$ cat src/rtl/range_cnt_pkg.sv
// Shared constants and direction encoding for the bounded up/down load counter.
package range_cnt_pkg;

    localparam int RANGE_CNT_WIDTH = 6;
    localparam int RANGE_CNT_MIN   = 5;
    localparam int RANGE_CNT_MAX   = 40;

    typedef enum logic {
        DIR_DOWN = 1'b0,
        DIR_UP   = 1'b1
    } dir_e;

endpackage

$ cat src/rtl/range_cnt_next.sv
// Combinational next-value logic: load clamp, bounded step with wrap, and recovery from out-of-range state.
module range_cnt_next
    import range_cnt_pkg::*;
#(
    parameter int WIDTH     = RANGE_CNT_WIDTH,
    parameter int RANGE_MIN = RANGE_CNT_MIN,
    parameter int RANGE_MAX = RANGE_CNT_MAX
) (
    input  logic [WIDTH-1:0] count,
    input  logic [WIDTH-1:0] data,
    input  logic             load,
    input  logic             u_d,
    output logic [WIDTH-1:0] count_next
);

    localparam logic [WIDTH-1:0] MIN_V = WIDTH'(RANGE_MIN);
    localparam logic [WIDTH-1:0] MAX_V = WIDTH'(RANGE_MAX);
    localparam logic [WIDTH-1:0] ONE_V = WIDTH'(1);

    logic out_of_range;

    assign out_of_range = (count < MIN_V) || (count > MAX_V);

    always_comb begin
        count_next = count;
        if (load) begin
            if (data < MIN_V) begin
                count_next = MIN_V;
            end else if (data > MAX_V) begin
                count_next = MAX_V;
            end else begin
                count_next = data;
            end
        end else if (out_of_range) begin
            count_next = MIN_V;
        end else if (u_d == DIR_DOWN) begin
            // An unknown u_d fails this test and falls through to the up branch.
            count_next = (count == MIN_V) ? MAX_V : (count - ONE_V);
        end else begin
            count_next = (count == MAX_V) ? MIN_V : (count + ONE_V);
        end
    end

endmodule

$ cat src/rtl/range_u_d_load_counter.sv
// Bounded up/down counter with clamped parallel load; count register, reset and optional terminal count.
// Define RANGE_CNT_TC_EN to add the tc output (next step will wrap).
module range_u_d_load_counter
    import range_cnt_pkg::*;
#(
    parameter int WIDTH     = RANGE_CNT_WIDTH,
    parameter int RANGE_MIN = RANGE_CNT_MIN,
    parameter int RANGE_MAX = RANGE_CNT_MAX
) (
    input  logic             clk,
    input  logic             rst,
    input  logic             u_d,
    input  logic             load,
    input  logic [WIDTH-1:0] data,
`ifdef RANGE_CNT_TC_EN
    output logic             tc,
`endif
    output logic [WIDTH-1:0] count
);

    localparam logic [WIDTH-1:0] MIN_V = WIDTH'(RANGE_MIN);

    generate
        if (!((RANGE_MIN >= 0) && (RANGE_MIN < RANGE_MAX) && (RANGE_MAX <= (2 ** WIDTH) - 1))) begin : g_bad_range
            $error("range_u_d_load_counter: need 0 <= RANGE_MIN < RANGE_MAX <= 2**WIDTH-1");
        end
    endgenerate

    logic [WIDTH-1:0] count_q;
    logic [WIDTH-1:0] count_d;
    logic [WIDTH-1:0] step_value;

    range_cnt_next #(
        .WIDTH     (WIDTH),
        .RANGE_MIN (RANGE_MIN),
        .RANGE_MAX (RANGE_MAX)
    ) u_next (
        .count      (count_q),
        .data       (data),
        .load       (load),
        .u_d        (u_d),
        .count_next (step_value)
    );

    always_comb begin
        count_d = step_value;
        if (rst) begin
            count_d = MIN_V;
        end
    end

    always_ff @(posedge clk) begin
        count_q <= count_d;
    end

    assign count = count_q;

`ifdef RANGE_CNT_TC_EN
    localparam logic [WIDTH-1:0] MAX_V = WIDTH'(RANGE_MAX);

    logic at_max_q;
    logic at_max_d;
    logic at_min_q;
    logic at_min_d;

    // Bound flags track the value the register will hold, so tc only adds a gate on u_d.
    always_comb begin
        at_max_d = (count_d == MAX_V);
        at_min_d = (count_d == MIN_V);
    end

    always_ff @(posedge clk) begin
        at_max_q <= at_max_d;
        at_min_q <= at_min_d;
    end

    assign tc = !rst && ((at_max_q && (u_d == DIR_UP)) || (at_min_q && (u_d == DIR_DOWN)));
`endif

endmodule

$ cat config.mk
export PLATFORM = sky130hd
export DESIGN_NAME = range_u_d_load_counter
export DESIGN_NICKNAME = d
export VERILOG_FILES = /design/src/rtl/range_cnt_pkg.sv /design/src/rtl/range_cnt_next.sv /design/src/rtl/range_u_d_load_counter.sv
export SDC_FILE = /design/constraint.sdc
export NUM_CORES = 1
export LEC_CHECK = 0
export ABC_AREA = 1
export BUFFER_PORTS_ARGS = -buffer_cell sky130_fd_sc_hd__buf_2
export CAP_MARGIN = 20
export CORE_MARGIN = 8
export CORE_UTILIZATION = 30
export DETAILED_ROUTE_END_ITERATION = 10
export MAX_ROUTING_LAYER = met4
export PLACE_DENSITY = 0.61
export SYNTH_ARGS = -nofsm -noshare
export SYNTH_HDL_FRONTEND = slang
export SYNTH_HIERARCHICAL = 1
export SYNTH_SLANG_ARGS = --single-unit
$ cat constraint.sdc
create_clock -name clk -period 1.6 [get_ports clk]
set_input_delay 0.24 -clock clk [delete_from_list [all_inputs] [get_ports clk]]
set_output_delay 0.24 -clock clk [all_outputs]
set_load 0.05 [all_outputs]
# Word-level counts from Yosys, hierarchy flattened
# Index checks and enable logic that the tools add are counted.
[totals]
regBits = 6
inputBits = 10
[op_classes]
addsub = 2
magnitude_cmp = 4
n_eq_ne = 2
muxes = 7
n_reduce_logical = 1
[ops]
columns = ["operator", "n"]
rows = [
  ["two-way mux 6 bit", 7],
  ["> comparator 6 bit, second input constant", 2],
  ["less-than comparator 6 x 3 -> 1 bit, second input constant", 2],
  ["adder 6 x 1 -> 6 bit, second input constant", 1],
  ["== test 6 x 3 -> 1 bit, second input constant", 1],
  ["== test 6 bit, second input constant", 1],
  ["subtractor 6 x 1 -> 6 bit, second input constant", 1],
  ["logical OR 1 bit", 1],
]

# Longest topological paths before layout
# Gate-level depths: netlist of run 1.
[depth]
ltp_word = 5
depth_mapped = 12
ltp_nobuf = 12

# By module
# The synthesis of run 1 kept the hierarchy.
[modules_own_cells]
columns = ["mod", "instances", "cells_per_inst", "area_each_um2"]
rows = [
  ["range_cnt_next", 1, 92, 504.2],
  ["range_u_d_load_counter", 1, 19, 168.9],
]

# Least setup slack after synthesis of run 1
# Ideal clock, no wire load.
[synth_timing]
kind = "flip-flop to flip-flop"
start = "register count_q[0], in the netlist count[0]"
end = "register count_q[0], in the netlist count[0]"
setup_ps = 111
arrival_time_ps = 1778
required_time_ps = 1489
setup_slack_ps = -289
stages_incl_launch_ff = 11
cell_sequence = "dfxtp_1 > inv_1 > ha_1 > nor2_2 > o21bai_2 > nor2_4 > nand2_2 > nor2_1 > nor2_1 > inv_1 > nand2_1"
[synth_between]
elab_chain_cells = 5
[synth_lines]
columns = ["element", "line_no", "source"]
rows = [
  ["from (decl)", "range_u_d_load_counter.sv:29", "logic [WIDTH-1:0] count_q;"],
  ["from (signal assigned)", "range_u_d_load_counter.sv:53", "count_q <= count_d;"],
  ["subtractor 6 x 1 -> 6 bit (tied with other cells)", "range_cnt_next.sv:38", "count_next = (count == MIN_V) ? MAX_V : (count - ONE_V);"],
  ["two-way mux 6 bit, on equally long branches", "range_cnt_next.sv:38, range_cnt_next.sv:40", ""],
  ["two-way mux 6 bit", "range_cnt_next.sv:36", "end else if (u_d == DIR_DOWN) begin"],
  ["two-way mux 6 bit *", "range_cnt_next.sv:34", "end else if (out_of_range) begin"],
  ["two-way mux 6 bit *", "range_cnt_next.sv:26", "if (load) begin"],
  ["net step_value[0]", "range_u_d_load_counter.sv:31", "logic [WIDTH-1:0] step_value;"],
]
# The timed path passes the listed nets; every way through them passes the cells marked *.
# A chain may end at the register's enable or synchronous reset.

# Final worst setup path of run 1
[layout_timing]
start = "register count_q[1], in the netlist count[1]"
end = "register count_q[0], in the netlist count[0]"
[layout_between]
elab_chain_cells = 5
[layout_lines]
columns = ["element", "line_no"]
rows = [
  ["branches (longest 3 deep; another with less-than comparator 6 x 3 -> 1 bit)", "-"],
  ["two-way mux 6 bit *", "range_cnt_next.sv:34"],
  ["two-way mux 6 bit *", "range_cnt_next.sv:26"],
  ["net step_value[0]", "range_u_d_load_counter.sv:31"],
]
# Mark *: on every way through the listed nets, which the timed path passes.

==> results.py, run 1 <==
metrics = {
    "final_layout": {
        "layout_commonest_cell": "nand2_1",
        "finish.utilization": 0.386,
        "largest_register_ffs": 6,
        "diodes": 0,
        "layout_common_cells": "nand2_1, buf_2, inv_1",
        "stdcell_area_um2": 837,
        "final.fill_count": 254,
        "nNetsFinal": 145,
        "drive_above_1_share": 0.336,
        "final-instance-count-excl-fill": 159,
        "syn2layout_area_growth_pct": 24.3,
    },
    "route": {
        "wl_met1_um": 829,
        "post_drt_wl_per_cell_um": 10.7,
        "vias": 741,
        "viasPerCell": 4.66,
        "routed.top_layer": "met4",
        "drc": 0,
        "final_antenna_net_count": 0,
        "drt_pass1_iterations": 4,
        "wl_met3_um": 57,
        "wl_um": 1700,
        "wl_met2_um": 789,
        "drt_iter0_markers": 36,
    },
    "timing": {
        "period_needed_ps": 1460,
        "worst_pin_slew_ps": 351,
        "skew_ps": 11.9,
        "slew_headroom": 0.766,
        "setup_ws_ps": 145,
        "setup_viol": 0,
        "max_freq_ghz": 0.687,
        "finalSetupTns_ps": 0,
        "grt_setup_unrepaired": "false",
        "drv_slew": 0,
        "min_period_over_period": 0.910,
        "hold_slack_ps": 224,
        "hold_violations": 0,
    },
    "worst_setup_path": {
        "cpMaxStageDelayCell": "dfxtp_2",
        "slowest_delay_ps": 340,
        "critPathLaunch": "count[1]$_SDFF_PP0_",
        "startpoint_type": "register",
        "critical_path_class": "reg2reg",
        "crit_path_end_kind": "register",
        "worstPathRequired_ps": 1740,
        "crit_fanout": 6,
        "cp.arrival_ps": 1600,
        "r2r_end": "count[0]$_SDFF_PP1_",
        "cp_cell_sequence": "inv_1, ha_4, nand2_2, nor2_4, nor2_2, nor2_4, nand2_2, nor2_1, nor2_1, inv_1, nand2_1",
        "reg2reg_from": "count[1]$_SDFF_PP0_",
        "reg2regPathDepth": 11,
        "reg2reg_slack_ps": 140,
    },
    "min_path": {
        "hold_class": "in2reg",
        "min-delay-start": "rst",
        "holdPathStages": 2,
        "min_to": "count[4]$_SDFF_PP0_",
    },
    "power": {
        "p_per_area_nw_per_um2": 750,
        "vdd.ir_drop.worst_v": 0.000536,
        "p_leak_nw": 0.411,
        "finalPower_uw": 628,
    },
    "clocking": {
        "cts_buffer_depth": 2,
        "root_buffer": "clkbuf_4",
        "post_cts_buffers": 0,
        "cts-htree-levels": 1,
        "cts-buffers-inserted": 3,
        "holdBufCountCts": 0,
        "cts_tree": "yes",
        "clk_pin_slew_ps": 50,
        "clk_latency_ps": 240,
        "cts_num_sinks": 6,
    },
    "die": {
        "rows": 17,
        "die_area_um2": 4020,
        "coreArea_um2": 2170,
        "fp.dieH_um": 63.4,
        "die_w_um": 63.4,
        "ios": 16,
        "initial_core_util": 0.310,
    },
    "place": {
        "dp.cells": 155,
        "post-place-ws_ps": 89.0,
        "io_buffers": 15,
        "placed_cell_area_um2": 791,
        "place_hpwl_um": 1440,
        "finalWeightedCongestion": 0.980,
    },
    "global_route": {
        "grt_usage": 0.0919,
        "grt_max_degree": 9,
        "grt_pass1_wl_um": 3090,
        "antenna_found_initial": 0,
        "grt_pass1_vias": 750,
        "overflow": 0,
    },
    "yosys": {
        "ys_seq_area_frac": 0.178,
        "synth_area_per_cell_um2": 6.06,
        "netlist_area_um2": 673,
        "ys_seq_elements": 6,
        "netlist_instances": 111,
        "synthesis.nets": 124,
        "synthDistinctLibCells": 23,
        "yosys_warnings": 6,
    },
    "job": {
        "drv_cap": 0,
    },
    "status": {
        "status": "completed",
    },
}
[worst max-delay path by stage]
| stage | endpoint | cells past startpoint |
|---|---|---|
| after floorplan | count[0]$_SDFF_PP1_ | 9 |
| final | count[0]$_SDFF_PP1_ | 11 |
| after detailed placement | count[2]$_SDFF_PP1_ | 10 |
| after CTS | count[2]$_SDFF_PP1_ | 10 |
| after global placement | count[2]$_SDFF_PP1_ | 10 |
| after global routing | count[1]$_SDFF_PP0_ | 8 |
[synthesized netlist by cell type, drive strengths merged]
| cell | count | share of area |
|---|---|---|
| xnor2 | 1 | 0.013 |
| a21oi | 3 | 0.022 |
| buf | 3 | 0.041 |
| dfxtp | 6 | 0.18 |
| inv | 18 | 0.10 |
| ha | 3 | 0.056 |
| nand2 | 32 | 0.19 |
| o21ai | 7 | 0.052 |
| nand4 | 1 | 0.0093 |
| xor2 | 4 | 0.052 |
| nor2 | 17 | 0.14 |
| o21bai | 1 | 0.017 |
| or2 | 2 | 0.019 |
| nor3 | 2 | 0.015 |
| nand3 | 11 | 0.089 |
[layer usage]
layer | up-vias | GRT usage
met5 | - | -
met4 | 0 | 0.0362
met3 | 2 | 0.0124
met2 | 24 | 0.146
met1 | 332 | 0.115
li1 | 383 | -
[cells by family after synthesis]
logic type | count (synthesis) | synth area share
xor+xnor | 5 | 0.0651
fa+ha+maj | 3 | 0.0558
compound gates | 11 | 0.0911
flops | 6 | 0.178
simple gates | 65 | 0.465
buf+inv | 21 | 0.145
[power breakdown]
part           switching, mW  total [mW]  internal (mW)
Sequential            0.0258       0.191          0.165
Combinational          0.184       0.288          0.104
Clock                 0.0543       0.149         0.0944
[cell type report]
| class | count | area, um^2 | area share |
|---|---|---|---|
| Inverter | 18 | 70.1 | 0.0837 |
| Tap cell | 28 | 35.0 | 0.0419 |
| Timing Repair Buffer | 19 | 105 | 0.126 |
| Clock buffer | 4 | 26.3 | 0.0314 |
| Multi-Input combinational cell | 84 | 475 | 0.568 |
| Sequential cell | 6 | 125 | 0.149 |
[critical path, delay by kind of cell, from the launching register on]
family	cells	cell delay (ps)
DFF	1	340
and+or+nand+nor	8	700
buffers and inverters	2	160
adders and majority gates	1	160
[timing repair]
action | 4_1_cts | 5_1_grt
resized for setup | 0 | 5
setup endpoints to repair | 0 | 6
hold endpoints to repair | 0 | 0
Power figures use the tool's default switching activity.
==> run 2, diff against run 1 <==
--- a/config.mk
+++ b/config.mk
@@ -6,13 +6,13 @@
 export NUM_CORES = 1
 export LEC_CHECK = 0
 export ABC_AREA = 1
-export BUFFER_PORTS_ARGS = -buffer_cell sky130_fd_sc_hd__buf_2
+export BUFFER_PORTS_ARGS = -buffer_cell sky130_fd_sc_hd__clkbuf_2
 export CAP_MARGIN = 20
 export CORE_MARGIN = 8
 export CORE_UTILIZATION = 30
 export DETAILED_ROUTE_END_ITERATION = 10
 export MAX_ROUTING_LAYER = met4
-export PLACE_DENSITY = 0.61
+export PLACE_DENSITY = 0.53
 export SYNTH_ARGS = -nofsm -noshare
 export SYNTH_HDL_FRONTEND = slang
 export SYNTH_HIERARCHICAL = 1
==> run 2 against run 1 <==
Effect of this change:
- critical path depth unchanged
- global-route usage about the same
- sequential power about the same
- fmax up 0.80%
- critical path type unchanged
- largest power group unchanged
==> results.py, run 2 (synthesis gave the netlist of run 1 again) <==
metrics = {
    "status": {
        "status": "completed",
    },
    "die": {
        "ios": 16,
        "die_area_um2": 4020,
        "initial_core_util": 0.310,
        "rows": 17,
        "fp.dieH_um": 63.4,
        "die_w_um": 63.4,
        "coreArea_um2": 2170,
    },
    "clocking": {
        "cts_tree": "yes",
        "cts-buffers-inserted": 3,
        "cts_num_sinks": 6,
        "root_buffer": "clkbuf_4",
        "cts-htree-levels": 1,
        "clk_latency_ps": 240,
        "clk_pin_slew_ps": 50,
        "cts_buffer_depth": 2,
    },
    "timing": {
        "setup_viol": 0,
        "drv_slew": 0,
        "period_needed_ps": 1440,
        "finalSetupTns_ps": 0,
        "skew_ps": 7.99,
        "hold_violations": 0,
        "setup_ws_ps": 156,
        "grt_setup_unrepaired": "false",
        "slew_headroom": 0.789,
        "hold_slack_ps": 230,
        "min_period_over_period": 0.902,
        "max_freq_ghz": 0.693,
        "worst_pin_slew_ps": 313,
    },
    "job": {
        "drv_cap": 0,
    },
    "final_layout": {
        "layout_commonest_cell": "nand2_1",
        "final-instance-count-excl-fill": 161,
        "stdcell_area_um2": 853,
        "final.fill_count": 253,
        "diodes": 0,
        "finish.utilization": 0.393,
        "nNetsFinal": 147,
        "syn2layout_area_growth_pct": 26.8,
        "largest_register_ffs": 6,
        "layout_common_cells": "nand2_1, clkbuf_2, inv_1",
        "drive_above_1_share": 0.353,
    },
    "global_route": {
        "grt_pass1_vias": 753,
        "grt_max_degree": 9,
        "antenna_found_initial": 0,
        "overflow": 0,
        "grt_usage": 0.0916,
        "grt_pass1_wl_um": 2980,
    },
    "power": {
        "p_per_area_nw_per_um2": 747,
        "finalPower_uw": 637,
        "vdd.ir_drop.worst_v": 0.000354,
        "p_leak_nw": 0.420,
    },
    "worst_setup_path": {
        "crit_fanout": 5,
        "critical_path_class": "reg2reg",
        "reg2reg_slack_ps": 160,
        "startpoint_type": "register",
        "crit_path_end_kind": "register",
        "cp.arrival_ps": 1580,
        "worstPathRequired_ps": 1740,
    },
    "place": {
        "placed_cell_area_um2": 791,
        "io_buffers": 15,
        "post-place-ws_ps": 9.57,
        "dp.cells": 155,
        "finalWeightedCongestion": 0.894,
        "place_hpwl_um": 1500,
    },
    "route": {
        "drt_iter0_markers": 16,
        "viasPerCell": 4.45,
        "post_drt_wl_per_cell_um": 10.7,
        "final_antenna_net_count": 0,
        "drt_pass1_iterations": 4,
        "wl_um": 1720,
        "drc": 0,
        "vias": 717,
    },
    "min_path": {
        "hold_class": "in2reg",
    },
}
==> run 2: timing repair <==
action / 4_1_cts / 5_1_grt
gates resized for setup: 1 / 7
endpoints found under the setup margin: 1 / 5
setup buffers: 0 / 2
hold endpoints to repair: 0 / 0
hold buffers: 0 / 0
==> run 2: path summary, 6_finish.rpt <==
check                              to                start  cells after the start
hold / removal    count[1]$_SDFF_PP0_                  rst                      2
setup / recovery  count[2]$_SDFF_PP1_  count[1]$_SDFF_PP0_                     11
setup reg to reg  count[2]$_SDFF_PP1_  count[1]$_SDFF_PP0_                     11
hold reg to reg   count[0]$_SDFF_PP1_  count[0]$_SDFF_PP1_                      5
==> run 2: metal layers <==
metal  vias to the layer above  track usage  wire (um)
li1                        387            -          -
met1                       316       0.0976        812
met2                        14        0.158        864
met3                         0       0.0212         47
met4                         0       0.0390          0
met5                         -            -          0
==> run 2: layout make-up <==
cell class	count	area, um^2	area share
clock buffers	4	26.3	0.0308
well taps	28	35.0	0.0411
multi-input cells	84	475	0.557
repair buffers	21	120	0.141
flip-flops and latches	6	126	0.148
inverters	18	70.1	0.0821
==> run 2: power breakdown <==
group	internal [mW]	leakage (nW)	switching [mW]	total [mW]
clock	0.0945	0.0150	0.0547	0.149
combinational	0.111	0.355	0.187	0.298
sequential	0.166	0.0499	0.0244	0.190
==> run 2: critical path, stage by stage, from the launching register on <==
cell	delay (ps)
dfxtp_2	380
inv_2	70
ha_4	170
inv_1	100
nor2_4	50
or2_1	220
nand2_1	80
nand3_1	90
nand2_1	70
inv_1	30
inv_1	40
nand2_1	40
==> run 3, diff against run 2 <==
--- a/config.mk
+++ b/config.mk
@@ -13,6 +13,8 @@
 export DETAILED_ROUTE_END_ITERATION = 10
 export MAX_ROUTING_LAYER = met4
 export PLACE_DENSITY = 0.53
+export RECOVER_POWER = 50
+export REMOVE_ABC_BUFFERS = 1
 export SYNTH_ARGS = -nofsm -noshare
 export SYNTH_HDL_FRONTEND = slang
 export SYNTH_HIERARCHICAL = 1
==> run 3 against run 2 <==
Effect of this change:
- fmax decreased by 0.44%
- clock power decreased by 7%
- utilization decreased by 1.9 points
- die area unchanged
- via count increased by 4.2%
- worst setup slack got worse by 6.4 ps
- hold slack improved by 2.1 ps
- register-to-register slack about the same
- wire length increased by 2.8%
- critical path type is now reg2out
==> results.py, run 3 (synthesis gave the netlist of run 1 again) <==
metrics = {
    "status": {
        "status": "completed",
    },
    "die": {
        "initial_core_util": 0.310,
        "fp.dieH_um": 63.4,
        "ios": 16,
        "coreArea_um2": 2170,
        "die_w_um": 63.4,
        "rows": 17,
        "die_area_um2": 4020,
    },
    "route": {
        "vias": 747,
        "post_drt_wl_per_cell_um": 11.3,
        "drt_iter0_markers": 43,
        "drc": 0,
        "wl_um": 1770,
        "final_antenna_net_count": 0,
        "viasPerCell": 4.76,
        "drt_pass1_iterations": 4,
    },
    "global_route": {
        "grt_max_degree": 9,
        "grt_pass1_wl_um": 3080,
        "grt_pass1_vias": 728,
        "antenna_found_initial": 0,
        "grt_usage": 0.0927,
        "overflow": 0,
    },
    "worst_setup_path": {
        "cp.arrival_ps": 1210,
        "critical_path_class": "reg2out",
        "path_delay_family": "buffers and inverters",
        "cp_num_buf_inv": 1,
        "crit_path_end_kind": "primary output",
        "reg2reg_from": "count[0]$_SDFF_PP1_",
        "startpoint_type": "register",
        "critPathLaunch": "count[4]$_SDFF_PP0_",
        "cp_cell_sequence": "clkbuf_1",
        "cpMaxStageDelayCell": "clkbuf_1",
        "worstPathRequired_ps": 1360,
        "crit_fanout": 5,
        "slowest_delay_ps": 500,
    },
    "timing": {
        "finalSetupTns_ps": 0,
        "drv_slew": 0,
        "setup_ws_ps": 150,
        "slew_headroom": 0.604,
        "setup_viol": 0,
        "max_freq_ghz": 0.690,
        "hold_violations": 0,
        "min_period_over_period": 0.906,
        "worst_pin_slew_ps": 597,
        "grt_setup_unrepaired": "false",
        "period_needed_ps": 1450,
        "skew_ps": 5.54,
    },
    "power": {
        "p_leak_nw": 0.388,
        "vdd.ir_drop.worst_v": 0.000522,
        "p_per_area_nw_per_um2": 752,
    },
    "final_layout": {
        "final.fill_count": 252,
        "layout_commonest_cell": "nand2_1",
        "syn2layout_area_growth_pct": 20.6,
        "nNetsFinal": 144,
        "largest_register_ffs": 6,
        "drive_above_1_share": 0.279,
        "layout_common_cells": "nand2_1, inv_1, nand3_1",
        "diodes": 0,
        "final-instance-count-excl-fill": 157,
    },
    "place": {
        "place_hpwl_um": 1420,
        "post-place-ws_ps": 66.0,
        "dp.cells": 154,
        "io_buffers": 15,
        "finalWeightedCongestion": 0.867,
    },
    "min_path": {
        "hold_class": "in2reg",
        "min-delay-start": "rst",
    },
    "clocking": {
        "clk_latency_ps": 250,
        "cts-htree-levels": 1,
        "root_buffer": "clkbuf_4",
        "clk_pin_slew_ps": 50,
        "cts_buffer_depth": 2,
        "cts-buffers-inserted": 3,
        "holdBufCountCts": 0,
        "cts_num_sinks": 6,
        "cts_tree": "yes",
    },
    "job": {
        "drv_cap": 0,
    },
}
==> run 3: cell types whose count changed in the layout (fill, tap and decap cells not counted) <==
cell      change
inv_1         +2
dfxtp_4       -1
nor2_4        -1
clkbuf_2      -6
dfxtp_2       +1
buf_4         -3
nor2_2        +1
clkbuf_1      +5
inv_2         -2
==> run 3: area by class of cell <==
type,instances,area (um^2),area share
sequential,6,124,0.153
clock buffer,3,22.5,0.0277
inverter,18,70.1,0.0863
timing repair buffer,18,90.1,0.111
multi-input combinational,84,470,0.579
tap,28,35.0,0.0431
==> run 3: power breakdown <==
group          leakage, nW  switching (mW)  internal (mW)
registers           0.0501          0.0260          0.166
logic                0.324           0.183         0.0976
clock network       0.0138          0.0534         0.0848
total                0.388           0.263          0.348
==> run 3: worst paths after layout <==
| check | to | slack (ps) | cells after the start |
|---|---|---|---|
| setup / recovery | count[4] | 150 | 1 |
| hold / removal | count[1]$_SDFF_PP0_ | 230 | 2 |
| setup reg to reg | count[0]$_SDFF_PP1_ | 150 | 11 |
| hold reg to reg | count[5]$_SDFF_PP0_ | 790 | 6 |
==> run 3: what timing repair did <==
action | 4_1_cts | 5_1_grt
resized for setup | 0 | 7
setup buffers | 0 | 0
endpoints found under the setup margin | 0 | 6
==> run 3: worst reg2reg max path: cells and delay by family, from the launching register on <==
| kind | cells | cell delay (ps) |
|---|---|---|
| adders and majority gates | 1 | 170 |
| buffers and inverters | 2 | 180 |
| DFF | 1 | 310 |
| and+or+nand+nor | 8 | 680 |
==> run 3: routing by layer <==
metal | GRT usage | part of all wire
met1 | 0.114 | 0.48
met2 | 0.150 | 0.45
met3 | 0.0300 | 0.071
met4 | 0.00836 | 0
met5 | - | 0
==> run 3: metrics by stage <==
step / total power, mW / hold WS [ps] / util / area [um^2]
floorplan: 0.385 / 311 / - / 646
global placement: 0.466 / 493 / 0.359 / 778
detailed placement: 0.465 / 494 / 0.359 / 778
CTS: 0.609 / 231 / 0.369 / 801
global route: 0.659 / 228 / 0.374 / 812
finish: 0.611 / 232 / 0.374 / 812
